===== config.mk =====
export PLATFORM = sky130hd
export DESIGN_NAME = game_state_controller
export DESIGN_NICKNAME = d
export VERILOG_FILES = /design/src/rtl/game_state_controller_pkg.sv /design/src/rtl/game_state_controller_ball_step_unit.sv /design/src/rtl/game_state_controller.sv
export SDC_FILE = /design/constraint.sdc
export NUM_CORES = 1
export LEC_CHECK = 0
export ABC_AREA = 1
export CAP_MARGIN = 10
export CORE_UTILIZATION = 45
export DETAILED_ROUTE_END_ITERATION = 6
export SETUP_SLACK_MARGIN = 0.02
export SYNTH_ARGS = -nofsm -noshare
export SYNTH_HDL_FRONTEND = slang
export SYNTH_SLANG_ARGS = --single-unit

===== constraint.sdc =====
create_clock -name CLK -period 5 [get_ports CLK]
set_input_delay 0.75 -clock CLK [delete_from_list [all_inputs] [get_ports CLK]]
set_output_delay 0.75 -clock CLK [all_outputs]
set_load 0.03 [all_outputs]

===== src/rtl/game_state_controller_pkg.sv =====
// Shared constants and types for the breakout game state controller.
// Grid geometry and wall/ceiling/paddle/bottom positions are also used by
// the renderer's block-coordinate comparators.
package game_state_controller_pkg;

  localparam int unsigned GRID_COLS = 80;
  localparam int unsigned GRID_ROWS = 60;

  localparam logic [5:0] CEILING_ROW    = 6'd7;
  localparam logic [6:0] LEFT_WALL_COL  = 7'd0;
  localparam logic [6:0] RIGHT_WALL_COL = 7'(GRID_COLS - 1);
  localparam logic [5:0] PADDLE_ROW_DEF = 6'd57;
  localparam logic [5:0] BOTTOM_ROW     = 6'(GRID_ROWS - 1);
  localparam logic [6:0] PADDLE_W       = 7'd8;
  localparam logic [6:0] PADDLE_HOME    = 7'd36;
  localparam logic [1:0] LIVES_START    = 2'd3;

  // Direction is a sign bit: 0 = +1, 1 = -1.
  localparam logic DIR_POS = 1'b0;
  localparam logic DIR_NEG = 1'b1;

  typedef enum logic [1:0] {
    S_SERVE,
    S_PLAY,
    S_OVER
  } game_state_t;

  typedef enum logic [1:0] {
    SEQ_IDLE,
    SEQ_PADDLE,
    SEQ_COLLIDE,
    SEQ_COMMIT
  } seq_state_t;

  // One-block move on a width-extended coordinate.
  function automatic logic [7:0] apply_dir(input logic [7:0] pos, input logic dir);
    return (dir == DIR_NEG) ? pos - 8'd1 : pos + 8'd1;
  endfunction

endpackage


===== src/rtl/game_state_controller_ball_step_unit.sv =====
// ball_step_unit: combinational single ball step.
// Inputs : ball_x/ball_y current position, dx/dy sign-bit directions,
//          paddle_x (post-move leftmost paddle column).
// Outputs: new_x/new_y stepped position, new_dx/new_dy reflected directions,
//          miss when the stepped ball lands on the bottom row.
module ball_step_unit
  import game_state_controller_pkg::*;
#(
  parameter logic [5:0] CEILING_BLOCK    = CEILING_ROW,
  parameter logic [6:0] LEFT_WALL_BLOCK  = LEFT_WALL_COL,
  parameter logic [6:0] RIGHT_WALL_BLOCK = RIGHT_WALL_COL,
  parameter logic [5:0] PADDLE_ROW       = PADDLE_ROW_DEF,
  parameter logic [5:0] BOTTOM_BLOCK     = BOTTOM_ROW,
  parameter logic [6:0] PADDLE_WIDTH     = PADDLE_W
)(
  input  logic [6:0] ball_x,
  input  logic [5:0] ball_y,
  input  logic       dx,
  input  logic       dy,
  input  logic [6:0] paddle_x,
  output logic [6:0] new_x,
  output logic [5:0] new_y,
  output logic       new_dx,
  output logic       new_dy,
  output logic       miss
);

  logic [7:0] nx;
  logic [7:0] ny;
  logic [7:0] hit_x;
  logic [7:0] fin_y;
  logic [7:0] pad_lo;
  logic [7:0] pad_hi;

  always_comb begin
    nx     = apply_dir({1'b0, ball_x}, dx);
    new_dx = dx;
    if (nx == {1'b0, LEFT_WALL_BLOCK} || nx == {1'b0, RIGHT_WALL_BLOCK})
      new_dx = ~dx;

    // Paddle hit test uses the column the ball actually lands in, i.e.
    // after any wall reflection in this same step.
    hit_x  = apply_dir({1'b0, ball_x}, new_dx);
    pad_lo = {1'b0, paddle_x};
    pad_hi = pad_lo + {1'b0, PADDLE_WIDTH} - 8'd1;

    ny     = apply_dir({2'b00, ball_y}, dy);
    new_dy = dy;
    if (ny == {2'b00, CEILING_BLOCK})
      new_dy = ~dy;
    else if (dy == DIR_POS && ny == {2'b00, PADDLE_ROW} &&
             hit_x >= pad_lo && hit_x <= pad_hi)
      new_dy = ~dy;

    fin_y = apply_dir({2'b00, ball_y}, new_dy);
    new_x = hit_x[6:0];
    new_y = fin_y[5:0];
    miss  = (fin_y == {2'b00, BOTTOM_BLOCK});
  end

endmodule


===== src/rtl/game_state_controller.sv =====
// game_state_controller: breakout paddle/ball/lives state, updated once per
// frame during vertical blanking and committed to the renderer atomically.
// Ports:
//   CLK, RESET_N         clock, asynchronous active-low reset
//   FRAME_TICK           start-of-vblank pulse (accepted only when idle)
//   BTN_LEFT/RIGHT/SERVE debounced buttons
//   PADDLE_X, BALL_X, BALL_Y, LIVES, GAME_OVER  committed game state
//   UPDATE_DONE          one-cycle pulse after outputs commit
module game_state_controller
  import game_state_controller_pkg::*;
#(
  parameter logic [5:0] CEILING_BLOCK    = CEILING_ROW,
  parameter logic [6:0] LEFT_WALL_BLOCK  = LEFT_WALL_COL,
  parameter logic [6:0] RIGHT_WALL_BLOCK = RIGHT_WALL_COL,
  parameter logic [5:0] PADDLE_ROW       = PADDLE_ROW_DEF,
  parameter logic [5:0] BOTTOM_BLOCK     = BOTTOM_ROW,
  parameter logic [6:0] PADDLE_WIDTH     = PADDLE_W,
  parameter logic [2:0] FRAMES_PER_STEP  = 3'd4
)(
  input  logic       CLK,
  input  logic       RESET_N,
  input  logic       FRAME_TICK,
  input  logic       BTN_LEFT,
  input  logic       BTN_RIGHT,
  input  logic       BTN_SERVE,
  output logic [6:0] PADDLE_X,
  output logic [6:0] BALL_X,
  output logic [5:0] BALL_Y,
  output logic [1:0] LIVES,
  output logic       GAME_OVER,
  output logic       UPDATE_DONE
);

  localparam logic [6:0] PADDLE_MIN = LEFT_WALL_BLOCK + 7'd1;
  localparam logic [6:0] PADDLE_MAX = RIGHT_WALL_BLOCK - PADDLE_WIDTH;
  localparam logic [6:0] SERVE_X    = PADDLE_HOME + (PADDLE_WIDTH >> 1);
  localparam logic [5:0] SERVE_Y    = PADDLE_ROW - 6'd1;

  seq_state_t  seq, seq_nx;
  game_state_t state, state_nx;
  logic [6:0]  px_w, px_nx, bx_w, bx_nx;
  logic [5:0]  by_w, by_nx;
  logic        dx_w, dx_nx, dy_w, dy_nx;
  logic [2:0]  cnt_w, cnt_nx;
  logic [1:0]  lives_w, lives_nx;
  logic        commit;

  logic [6:0]  step_x;
  logic [5:0]  step_y;
  logic        step_dx, step_dy, step_miss;

  ball_step_unit #(
    .CEILING_BLOCK   (CEILING_BLOCK),
    .LEFT_WALL_BLOCK (LEFT_WALL_BLOCK),
    .RIGHT_WALL_BLOCK(RIGHT_WALL_BLOCK),
    .PADDLE_ROW      (PADDLE_ROW),
    .BOTTOM_BLOCK    (BOTTOM_BLOCK),
    .PADDLE_WIDTH    (PADDLE_WIDTH)
  ) u_step (
    .ball_x  (bx_w),
    .ball_y  (by_w),
    .dx      (dx_w),
    .dy      (dy_w),
    .paddle_x(px_w),
    .new_x   (step_x),
    .new_y   (step_y),
    .new_dx  (step_dx),
    .new_dy  (step_dy),
    .miss    (step_miss)
  );

  always_ff @(posedge CLK or negedge RESET_N) begin
    if (!RESET_N) begin
      seq         <= SEQ_IDLE;
      state       <= S_SERVE;
      px_w        <= PADDLE_HOME;
      bx_w        <= SERVE_X;
      by_w        <= SERVE_Y;
      dx_w        <= DIR_POS;
      dy_w        <= DIR_NEG;
      cnt_w       <= '0;
      lives_w     <= LIVES_START;
      PADDLE_X    <= PADDLE_HOME;
      BALL_X      <= SERVE_X;
      BALL_Y      <= SERVE_Y;
      LIVES       <= LIVES_START;
      GAME_OVER   <= 1'b0;
      UPDATE_DONE <= 1'b0;
    end else begin
      seq         <= seq_nx;
      state       <= state_nx;
      px_w        <= px_nx;
      bx_w        <= bx_nx;
      by_w        <= by_nx;
      dx_w        <= dx_nx;
      dy_w        <= dy_nx;
      cnt_w       <= cnt_nx;
      lives_w     <= lives_nx;
      UPDATE_DONE <= commit;
      if (commit) begin
        PADDLE_X  <= px_w;
        BALL_X    <= bx_w;
        BALL_Y    <= by_w;
        LIVES     <= lives_w;
        GAME_OVER <= (state == S_OVER);
      end
    end
  end

  always_comb begin
    seq_nx   = seq;
    state_nx = state;
    px_nx    = px_w;
    bx_nx    = bx_w;
    by_nx    = by_w;
    dx_nx    = dx_w;
    dy_nx    = dy_w;
    cnt_nx   = cnt_w;
    lives_nx = lives_w;
    commit   = 1'b0;

    unique case (seq)
      SEQ_IDLE: if (FRAME_TICK) seq_nx = SEQ_PADDLE;

      SEQ_PADDLE: begin
        seq_nx = SEQ_COLLIDE;
        if (state != S_OVER) begin
          if (BTN_LEFT && !BTN_RIGHT && px_w > PADDLE_MIN)
            px_nx = px_w - 7'd1;
          else if (BTN_RIGHT && !BTN_LEFT && px_w < PADDLE_MAX)
            px_nx = px_w + 7'd1;
        end
      end

      SEQ_COLLIDE: begin
        seq_nx = SEQ_COMMIT;
        unique case (state)
          S_SERVE: begin
            bx_nx = px_w + (PADDLE_WIDTH >> 1);
            by_nx = SERVE_Y;
            if (BTN_SERVE) begin
              state_nx = S_PLAY;
              dx_nx    = DIR_POS;
              dy_nx    = DIR_NEG;
              cnt_nx   = '0;
            end
          end
          S_PLAY: begin
            if (cnt_w == FRAMES_PER_STEP - 3'd1) begin
              cnt_nx = '0;
              bx_nx  = step_x;
              by_nx  = step_y;
              dx_nx  = step_dx;
              dy_nx  = step_dy;
              if (step_miss) begin
                lives_nx = lives_w - 2'd1;
                state_nx = (lives_w == 2'd1) ? S_OVER : S_SERVE;
              end
            end else begin
              cnt_nx = cnt_w + 3'd1;
            end
          end
          S_OVER: begin
            if (BTN_SERVE) begin
              lives_nx = LIVES_START;
              px_nx    = PADDLE_HOME;
              state_nx = S_SERVE;
            end
          end
          default: state_nx = S_SERVE;
        endcase
      end

      SEQ_COMMIT: begin
        seq_nx = SEQ_IDLE;
        commit = 1'b1;
      end

      default: seq_nx = SEQ_IDLE;
    endcase
  end

endmodule

==> results of run 1 <==
-- final cells by class --
| class | instances | share of cell area [%] |
|---|---|---|
| flip-flops and latches | 55 | 30.6 |
| inverters | 77 | 6.37 |
| well taps | 108 | 2.95 |
| multi-input cells | 432 | 51.4 |
| clock buffers | 5 | 1.50 |
| repair buffers | 32 | 6.72 |
| clock inverters | 3 | 0.492 |
-- cell usage after synthesis, types with 3 or more instances --
library cell | n | share of area [%]
a21oi_1 | 15 | 1.8
clkbuf_1 | 9 | 0.82
dfrtp_1 | 36 | 22
dfstp_2 | 19 | 12
ha_1 | 32 | 9.7
inv_1 | 71 | 6.5
inv_2 | 3 | 0.27
nand2_1 | 150 | 14
nand2_2 | 8 | 1.2
nand3_1 | 50 | 6.1
nand4_1 | 14 | 2.1
nor2_1 | 46 | 4.2
nor2_2 | 6 | 0.91
nor3_1 | 3 | 0.36
o2111ai_1 | 3 | 0.64
o211ai_1 | 4 | 0.73
o21ai_0 | 60 | 7.3
o22ai_1 | 5 | 0.76
or2_2 | 3 | 0.46
xnor2_1 | 4 | 0.85
xor2_1 | 12 | 2.6
-- worst paths after layout --
check / to / slack, ns / start / cells after the start
max reg2reg: state[0] / 0.92 / bx_w[0] / 31
min reg2reg: LIVES[0] / 0.48 / LIVES[0] / 2
max in group asynchronous: PADDLE_X[0] / 3.99 / RESET_N / 2
min in group asynchronous: bx_w[2] / 0.54 / RESET_N / 2
min: LIVES[0] / 0.48 / LIVES[0] / 2
max: state[0] / 0.92 / bx_w[0] / 31
-- power breakdown --
part	switching, uW	total (uW)	internal (uW)	leakage (uW)
logic	1440	2230	790	0.00155
clock network	163	265	102	0.0000489
registers	211	902	691	0.000659
-- layout by cell type, fill, tap and decap left out, drive strengths merged --
cell type / count
nand2: 160
inv: 77
o21ai: 62
nor2: 53
nand3: 52
dfrtp: 36
ha: 32
clkdlybuf4s50: 28
dfstp: 19
a21oi: 15
nand4: 14
xor2: 12
o22ai: 5
clkbuf: 5
xnor2: 4
o211ai: 4
nor3: 4
or2: 4
buf: 4
o2111ai: 3
clkinv: 3
a211oi: 2
a21o: 1
and2: 1
a31oi: 1
o31ai: 1
o311ai: 1
a21boi: 1
-- flip-flops by register name, indices dropped and copies added (netlist names), 3 cells and up --
register and count:
BALL_X 7, by_w 6, px_w 7, BALL_Y 6, bx_w 7, PADDLE_X 7
cnt_w 3
-- logic make-up after synthesis --
group | synth area share (%)
compound gates | 12.8
xor+xnor | 3.40
fa+ha+maj | 9.72
buf+inv | 8.87
flops | 34.0
simple gates | 31.2
-- worst min-delay path: stages, from the launching register on --
cell and delay, ns:
dfstp_2 0.39, nand2_1 0.06, nand2_1 0.05
-- layer usage --
| metal | routed length, um | track usage (%) |
|---|---|---|
| met2 | 4480 | 34.6 |
| met5 | 0 | 0 |
| met1 | 4730 | 31.4 |
| met3 | 559 | 3.31 |
| met4 | 165 | 6.76 |
-- through the flow --
stage	instances	power, uW
after floorplan	578	2520
after global placement	704	3090
after detailed placement	704	3120
after CTS	712	3410
after global routing	712	3750
final	712	3400
==> results.md, run 1 <==
- Status: finished, violations left
- Failing checks: design-rule violations
- Grt ovf: 0
- Tightest Hold Check Type: register to register
- CP most frequent cell: nand2_1
- Cells after Synth: 578
- Unrepaired setup endpoints after global routing: false
- H-tree depth: 2
- Max-Cap Viols: 0
- Clk root buf: clkbuf_8
- Final worst path period share: between 80 and 90%
- Startpoint Class: register
- Number of global-route vias before repair: between 3000 and 4000
- CTS Buf Count: 5
- Core area: 8810 um^2
- Post-DP HPWL: 7550 um
- Fmax: 0.245 GHz
- Yosys Warn Count: 0
- Leakage: 0.00226 uW
- Post-synth cell types: 39
- Number of synthesized flops with an enable pin: 0
- Endpoint class of the critical path: register
- CTS Hold Buffers Added: 0
- Share of cells above drive strength 1: 9.60%
- Drt wl/cell: between 10 and 15 um
- Buf/Inv on CP: 2
- Clk Latency, worst-skew pair: 0.32 ns
- DRC errors left: 10
- Number of nets in the layout: 641
- Clock Skews: between 0.008 and 0.009 ns
- # clock sinks: 55
- Routed via count: 3792
- Sequential share of the synthesized area: 34.0%
- Ports: 30
- Final Cell Area: 4580 um^2
- CP max stage delay: 0.55 ns
- Hold WS: 0.476 ns
- Total GRT Usage: 22.1%
- Largest net degree at the start of global routing: 56
- Number of I/O port buffers: 29
- Multi-input logic area: roughly 2400 um^2
- Rows: 34
- Critical path class: register to register
- Final setup vio count: 0
- Die ar.: approximately 9500 um^2
- Area growth syn-to-layout: 11.2%
- Sequential cell area: 1400 um^2
- Clock transition at path regs: roughly 0.11 ns
- Worst Path Required: 5.22 ns
- Worst slew margin: 53.5%
- Initial core utilization: 46.8%
- Initial antenna violation count: 0
- Postcts setup bufs: 0
- Fin crit period: ~4.1 ns
- Final Hold Viols: 0
- Detailed Route WL: 9930 um
- Top delay family on crit path: simple AND/OR/NAND/NOR gates
- # fillers: 900
- Post-synth top flop: dfrtp_1
- Antenna cells: 0
- Crit-path slowest cell: dfrtp_1
- Drt pass-1 iters: 7
- Fin util: 52.0%
- CTS tree: done
- Yosys reg bits: 55
- Pwr dens: between 700 and 800 nW/um^2
- Max VDD drop: around 0.0003 V
- Post-CTS Resized: 0
- Syn avg cell area: 7.12 um^2
- Die Height: 97.7 um
- Placed inst area: 4490 um^2
- Slew Viols, Final: 0
- Setup TNS: 0 ns
- Critical path peak fanout: 9
- Final worst slack: roughly 0.92 ns
- DP Worst Slack: 0.950 ns
- DR iter-0 viols: between 150 and 200
- First-pass GRT wire length: approximately 17000 um
- Placer Congestion: around 0.9
- Worst EP arrival: 4.30 ns
- Max Buffers Root-to-Sink: 2
- Post-synth ARST share: 100%
- Die X: 97.7 um
- DR vias/cell: 5.33
- Least-Margin Pin Slew: 0.697 ns
- Mapped Area: 4120 um^2
- Antenna-violating nets left: 0
- Net Count, Synth: 616
(Power assumes the default switching activity.)
==> run 2, diff against run 1 <==
- PLACE_DENSITY: not set -> 0.66
- clock period: 5 -> 3.4 ns (I/O delays scaled with it)
==> run 2 against run 1 <==
  * The flow finishes with violations (design-rule violations, negative setup slack)
  * Final area rose by 17%
  * Via count is 8.9% higher
  * Global-route usage is 1.3 points higher
  * Critical path type unchanged
  * Hold slack got worse by 0.15 ns
  * Sequential cell count did not move
  * First-iteration DRC count up 28%
==> results.md, run 2 (synthesis results as in run 1) <==
- Core area: between 8000 and 9000 um^2
- Final worst path period share: 119%
- Non-Filler Instances: between 700 and 800
- CTS Hold Buffers Added: 0
- Placed cells: 744
- Clock Skews: 0.00664 ns
- Final setup vio count: 10
- Tightest Hold Check Type: input port to asynchronous set/reset pin
- Endpoint class of the critical path: register
- Grt ovf: 0
- # fillers: 805
- DRC errors left: 8
- Worst EP arrival: 4.25 ns
- Antenna-violating nets left: 0
- Drt pass-1 iters: 6
- Max Buffers Root-to-Sink: 2
- Buf/Inv on CP: 4
- H-tree depth: 2
- R2r setup slk: -0.63 ns
- Ports: 30
- Number of I/O port buffers: 29
- Number of global-route vias before repair: roughly 3900
- Top delay family on crit path: simple AND/OR/NAND/NOR gates
- First-pass GRT wire length: 18200 um
- Die X: 97.7 um
- Critical path class: register to register
- Startpoint Class: register
- DR vias/cell: 5.38
- Placer Congestion: ~0.93
- Critical path peak fanout: 6
- Fmax: 0.248 GHz
- CTS tree: done
- Initial core utilization: 46.8%
- Detailed Route WL: 11500 um
- Number of nets in the layout: 697
- Post-DP HPWL: 7990 um
- Drt wl/cell: around 15 um
- Crit-path slowest cell: dfstp_2
- Most frequent cells in the layout: nand2_1, inv_1, buf_4, o21ai_0, nand3_1
- Routed via count: 4131
- Initial antenna violation count: 0
- Area growth syn-to-layout: 29.7%
- Final worst slack: -0.630 ns
- Least-Margin Pin Slew: a little over 0.9 ns
- Share of cells above drive strength 1: 25.8%
- Die ar.: 9540 um^2
- # clock sinks: 55
- Clock transition at path regs: 0.11 ns
- Commonest non-fill, non-tap cell in the layout: nand2_1
- Final Hold Viols: 0
- Clk root buf: clkbuf_8
- CTS Buf Count: 5
- Antenna cells: 0
- Max-Cap Viols: 0
- CP max stage delay: around 0.61 ns
- Status: finished, violations left
- Clk Latency, worst-skew pair: 0.31 ns
- DR iter-0 viols: 247
- Slew Viols, Final: 0
- Failing checks: design-rule violations, negative setup slack
- Total GRT Usage: between 20% and 30%
- Die Height: between 90 and 100 um
- Fin crit period: 4.03 ns
- Worst Path Required: 3.62 ns
- Rows: 34
- Worst slew margin: 38.3%
- Unrepaired setup endpoints after global routing: true
- Largest net degree at the start of global routing: 42
## run 2: timing repair
item | CTS | global route
gates resized for setup | 3 | 66
pin swaps | 0 | 42
setup buffers | 0 | 15
setup endpoints to repair | 7 | 10
endpoints found under the hold margin | 0 | 0
cloned | 0 | 1
## run 2: per-stage QoR
stage / util [%] / TNS (ns) / area [um^2] / hold slack, ns / setup WS (ns)
after floorplan: - / 0 / 4170 / 0.214 / 0.0263
after global placement: 54.9 / -0.525 / 4840 / 0.453 / -0.146
after detailed placement: 54.9 / -0.947 / 4840 / 0.462 / -0.261
after CTS: 56.2 / -1.18 / 4950 / 0.357 / -0.306
after global routing: 60.6 / -5.79 / 5340 / 0.406 / -0.793
final: 60.6 / -4.35 / 5340 / 0.323 / -0.630
## run 2: path summary, 6_finish.rpt
check,cells after the start,to,startpoint
hold / removal,1,BALL_X[1],RESET_N
hold reg to reg,2,LIVES[0],LIVES[0]
setup / recovery,30,state[1],bx_w[3]
min in group CLK,2,LIVES[0],LIVES[0]
max in group asynchronous,2,px_w[2],RESET_N
setup reg to reg,30,state[1],bx_w[3]
## run 2: area by class of cell
| class | count | area, um^2 | area share (%) |
|---|---|---|---|
| multi-input cells | 433 | 2690 | 50.4 |
| flip-flops and latches | 55 | 1400 | 26.3 |
| repair buffers | 87 | 724 | 13.6 |
| inverters | 77 | 295 | 5.53 |
| well taps | 108 | 135 | 2.53 |
| clock buffers | 5 | 68.8 | 1.29 |
| clock inverters | 3 | 20.0 | 0.375 |
## run 2: routing by layer
| layer | track usage, % | share of wire (%) |
|---|---|---|
| met1 | 31.5 | 46 |
| met2 | 38.8 | 47 |
| met3 | 3.24 | 4.5 |
| met4 | 7.46 | 2.5 |
| met5 | 0 | 0 |
## run 2: worst register-to-register path, delay by kind of cell (launching register included)
family | cells | cell delay [ns]
and+or+nand+nor | 22 | 1.75
adders and majority gates | 1 | 0.24
xor gates and xnor gates | 1 | 0.21
buffers and inverters | 4 | 0.64
AOI/OAI and AO/OA | 2 | 0.51
DFF | 1 | 0.61
Power of run 2 is left out: the tool's default activity adds up to more than one toggle a clock period on the data nets, which glitch-free logic cannot reach.
==> run 3, diff against run 2 <==
- CORE_UTILIZATION: 45 -> 53
- PLACE_DENSITY: 0.66 -> 0.76
==> run 3 against run 2 <==
  * The flow finishes with violations (negative setup slack)
  * Global-route usage up 5.1 points
  * Maximum frequency rose by 3.3%
  * Hold slack worse by 0.071 ns
  * Clock-buffer cell count unchanged
==> results.md, run 3 (synthesis results as in run 1) <==
- Status: finished, violations left
- Failing checks: negative setup slack
- Endpoint class of the critical path: register
- Number of I/O port buffers: 29
- Die ar.: 8130 um^2
- Largest net degree at the start of global routing: 36
- Initial core utilization: between 50% and 60%
- Unrepaired setup endpoints after global routing: true
- Most frequent cells in the layout: nand2_1, inv_1, buf_4, o21ai_0, nor2_1
- Worst EP arrival: approximately 4.1 ns
- Detailed Route WL: 11900 um
- Antenna-violating nets left: 0
- # fillers: ~600
- DR iter-0 viols: 273
- DRC errors left: 0
- Core area: around 7400 um^2
- Share of cells above drive strength 1: 25.7%
- Slew Viols, Final: 0
- DR vias/cell: 5.59
- Worst Path Required: 3.63 ns
- Critical path peak fanout: 7
- Fin crit period: 3.90 ns
- Post-DP HPWL: 8100 um
- Area growth syn-to-layout: 30.8%
- Clock transition at path regs: 0.11 ns
- Clk root buf: clkbuf_8
- Final setup vio count: 10
- Clock Skews: approximately 0.012 ns
- Final worst slack: -0.503 ns
- Placer Congestion: a little over 0.9
- Routed via count: 4274
- Tightest Hold Check Type: input port to asynchronous set/reset pin
- First-pass GRT wire length: 18500 um
- CP max stage delay: around 0.46 ns
- H-tree depth: 2
- Startpoint Class: register
- Fmax: 0.256 GHz
- R2r setup slk: -0.50 ns
- Worst slew margin: 47.7%
- CTS tree: done
- Reg2Reg Depth: 32
- CTS Hold Buffers Added: 0
- Critical path class: register to register
- Initial antenna violation count: 0
- Ports: 30
- Max-Cap Viols: 0
- Crit-path slowest cell: dfrtp_2
- # clock sinks: 55
- Drt wl/cell: 15.5 um
- Clk Latency, worst-skew pair: ~0.32 ns
- Least-Margin Pin Slew: 0.784 ns
- Rows: 31
- CP most frequent cell: nand2_1
- Max Buffers Root-to-Sink: 2
- Number of global-route vias before repair: 3950
- Commonest non-fill, non-tap cell in the layout: nand2_1
- Number of nets in the layout: ~700
- Final Cell Area: between 5000 and 6000 um^2
- Total GRT Usage: between 20% and 30%
- Final worst path period share: 115%
- Die X: approximately 90 um
- Drt pass-1 iters: 5
- FF-to-FF End: state[1]
- Grt ovf: 0
- CTS Buf Count: 5
- Final Hold Viols: 0
- Placed inst area: between 4000 and 5000 um^2
- Die Height: 90.1 um
- Reg2reg start: bx_w[0]
- Antenna cells: 0
-- run 3: cell types whose count changed in the layout (fill, tap and decap cells not counted), sizes merged --
| cell | change |
|---|---|
| clkinv | +1 |
| inv | +2 |
| clkinvlp | -3 |
| buf | +5 |
-- run 3: final cells by class --
| class | instances | area, um^2 | area share [%] |
|---|---|---|---|
| inverter | 77 | 292 | 5.41 |
| timing repair buffer | 92 | 786 | 14.6 |
| sequential | 55 | 1400 | 26.1 |
| clock inverter | 3 | 22.5 | 0.418 |
| multi-input combinational | 433 | 2690 | 49.9 |
| clock buffer | 5 | 68.8 | 1.28 |
| tap | 99 | 124 | 2.30 |
-- run 3: per-stage QoR --
stage | hold WS [ns] | util [%] | setup slack, ns | instances | setup TNS (ns)
after global routing | 0.306 | 73.1 | -0.719 | 764 | -4.96
after CTS | 0.279 | 70.3 | -0.275 | 759 | -1.24
after floorplan | 0.214 | - | 0.0263 | 578 | 0
after detailed placement | 0.457 | 65.7 | -0.400 | 737 | -1.84
final | 0.251 | 73.1 | -0.503 | 764 | -3.25
after global placement | 0.456 | 65.7 | -0.221 | 737 | -0.820
-- run 3: how the worst max path moves through the flow --
stage,from,to,slack (ns),cells past startpoint
6_report,bx_w[0],state[1],-0.50,32
5_1_grt,bx_w[3],state[1],-0.72,28
4_1_cts,bx_w[0],state[0],-0.28,33
3_5_place_dp,bx_w[1],state[1],-0.40,28
3_3_place_gp,bx_w[1],state[0],-0.22,28
2_1_floorplan,bx_w[0],state[0],0.03,30
-- run 3: per-layer routing --
layer	global-route usage, %	part of all wire, %	vias up
li1	-	-	2050
met1	35.8	42	2007
met2	48.2	49	171
met3	4.82	6.2	46
met4	12.4	3.7	0
met5	0	0	-
-- run 3: timing repair --
item,in CTS,in global routing
cloned,1,0
pin swaps,11,11
gates resized for setup,31,34
endpoints found under the setup margin,9,10
buffers inserted,13,5
hold endpoints to repair,0,0
-- run 3: worst max-delay path, delay by kind of cell (launching register included) --
family	cells	cell delay (ns)
xor gates and xnor gates	1	0.13
buffers and inverters	3	0.34
DFF	1	0.46
and+or+nand+nor	22	1.67
adders and majority gates	2	0.48
AOI/OAI and AO/OA	4	0.71
Power of run 3 is left out for the same reason.
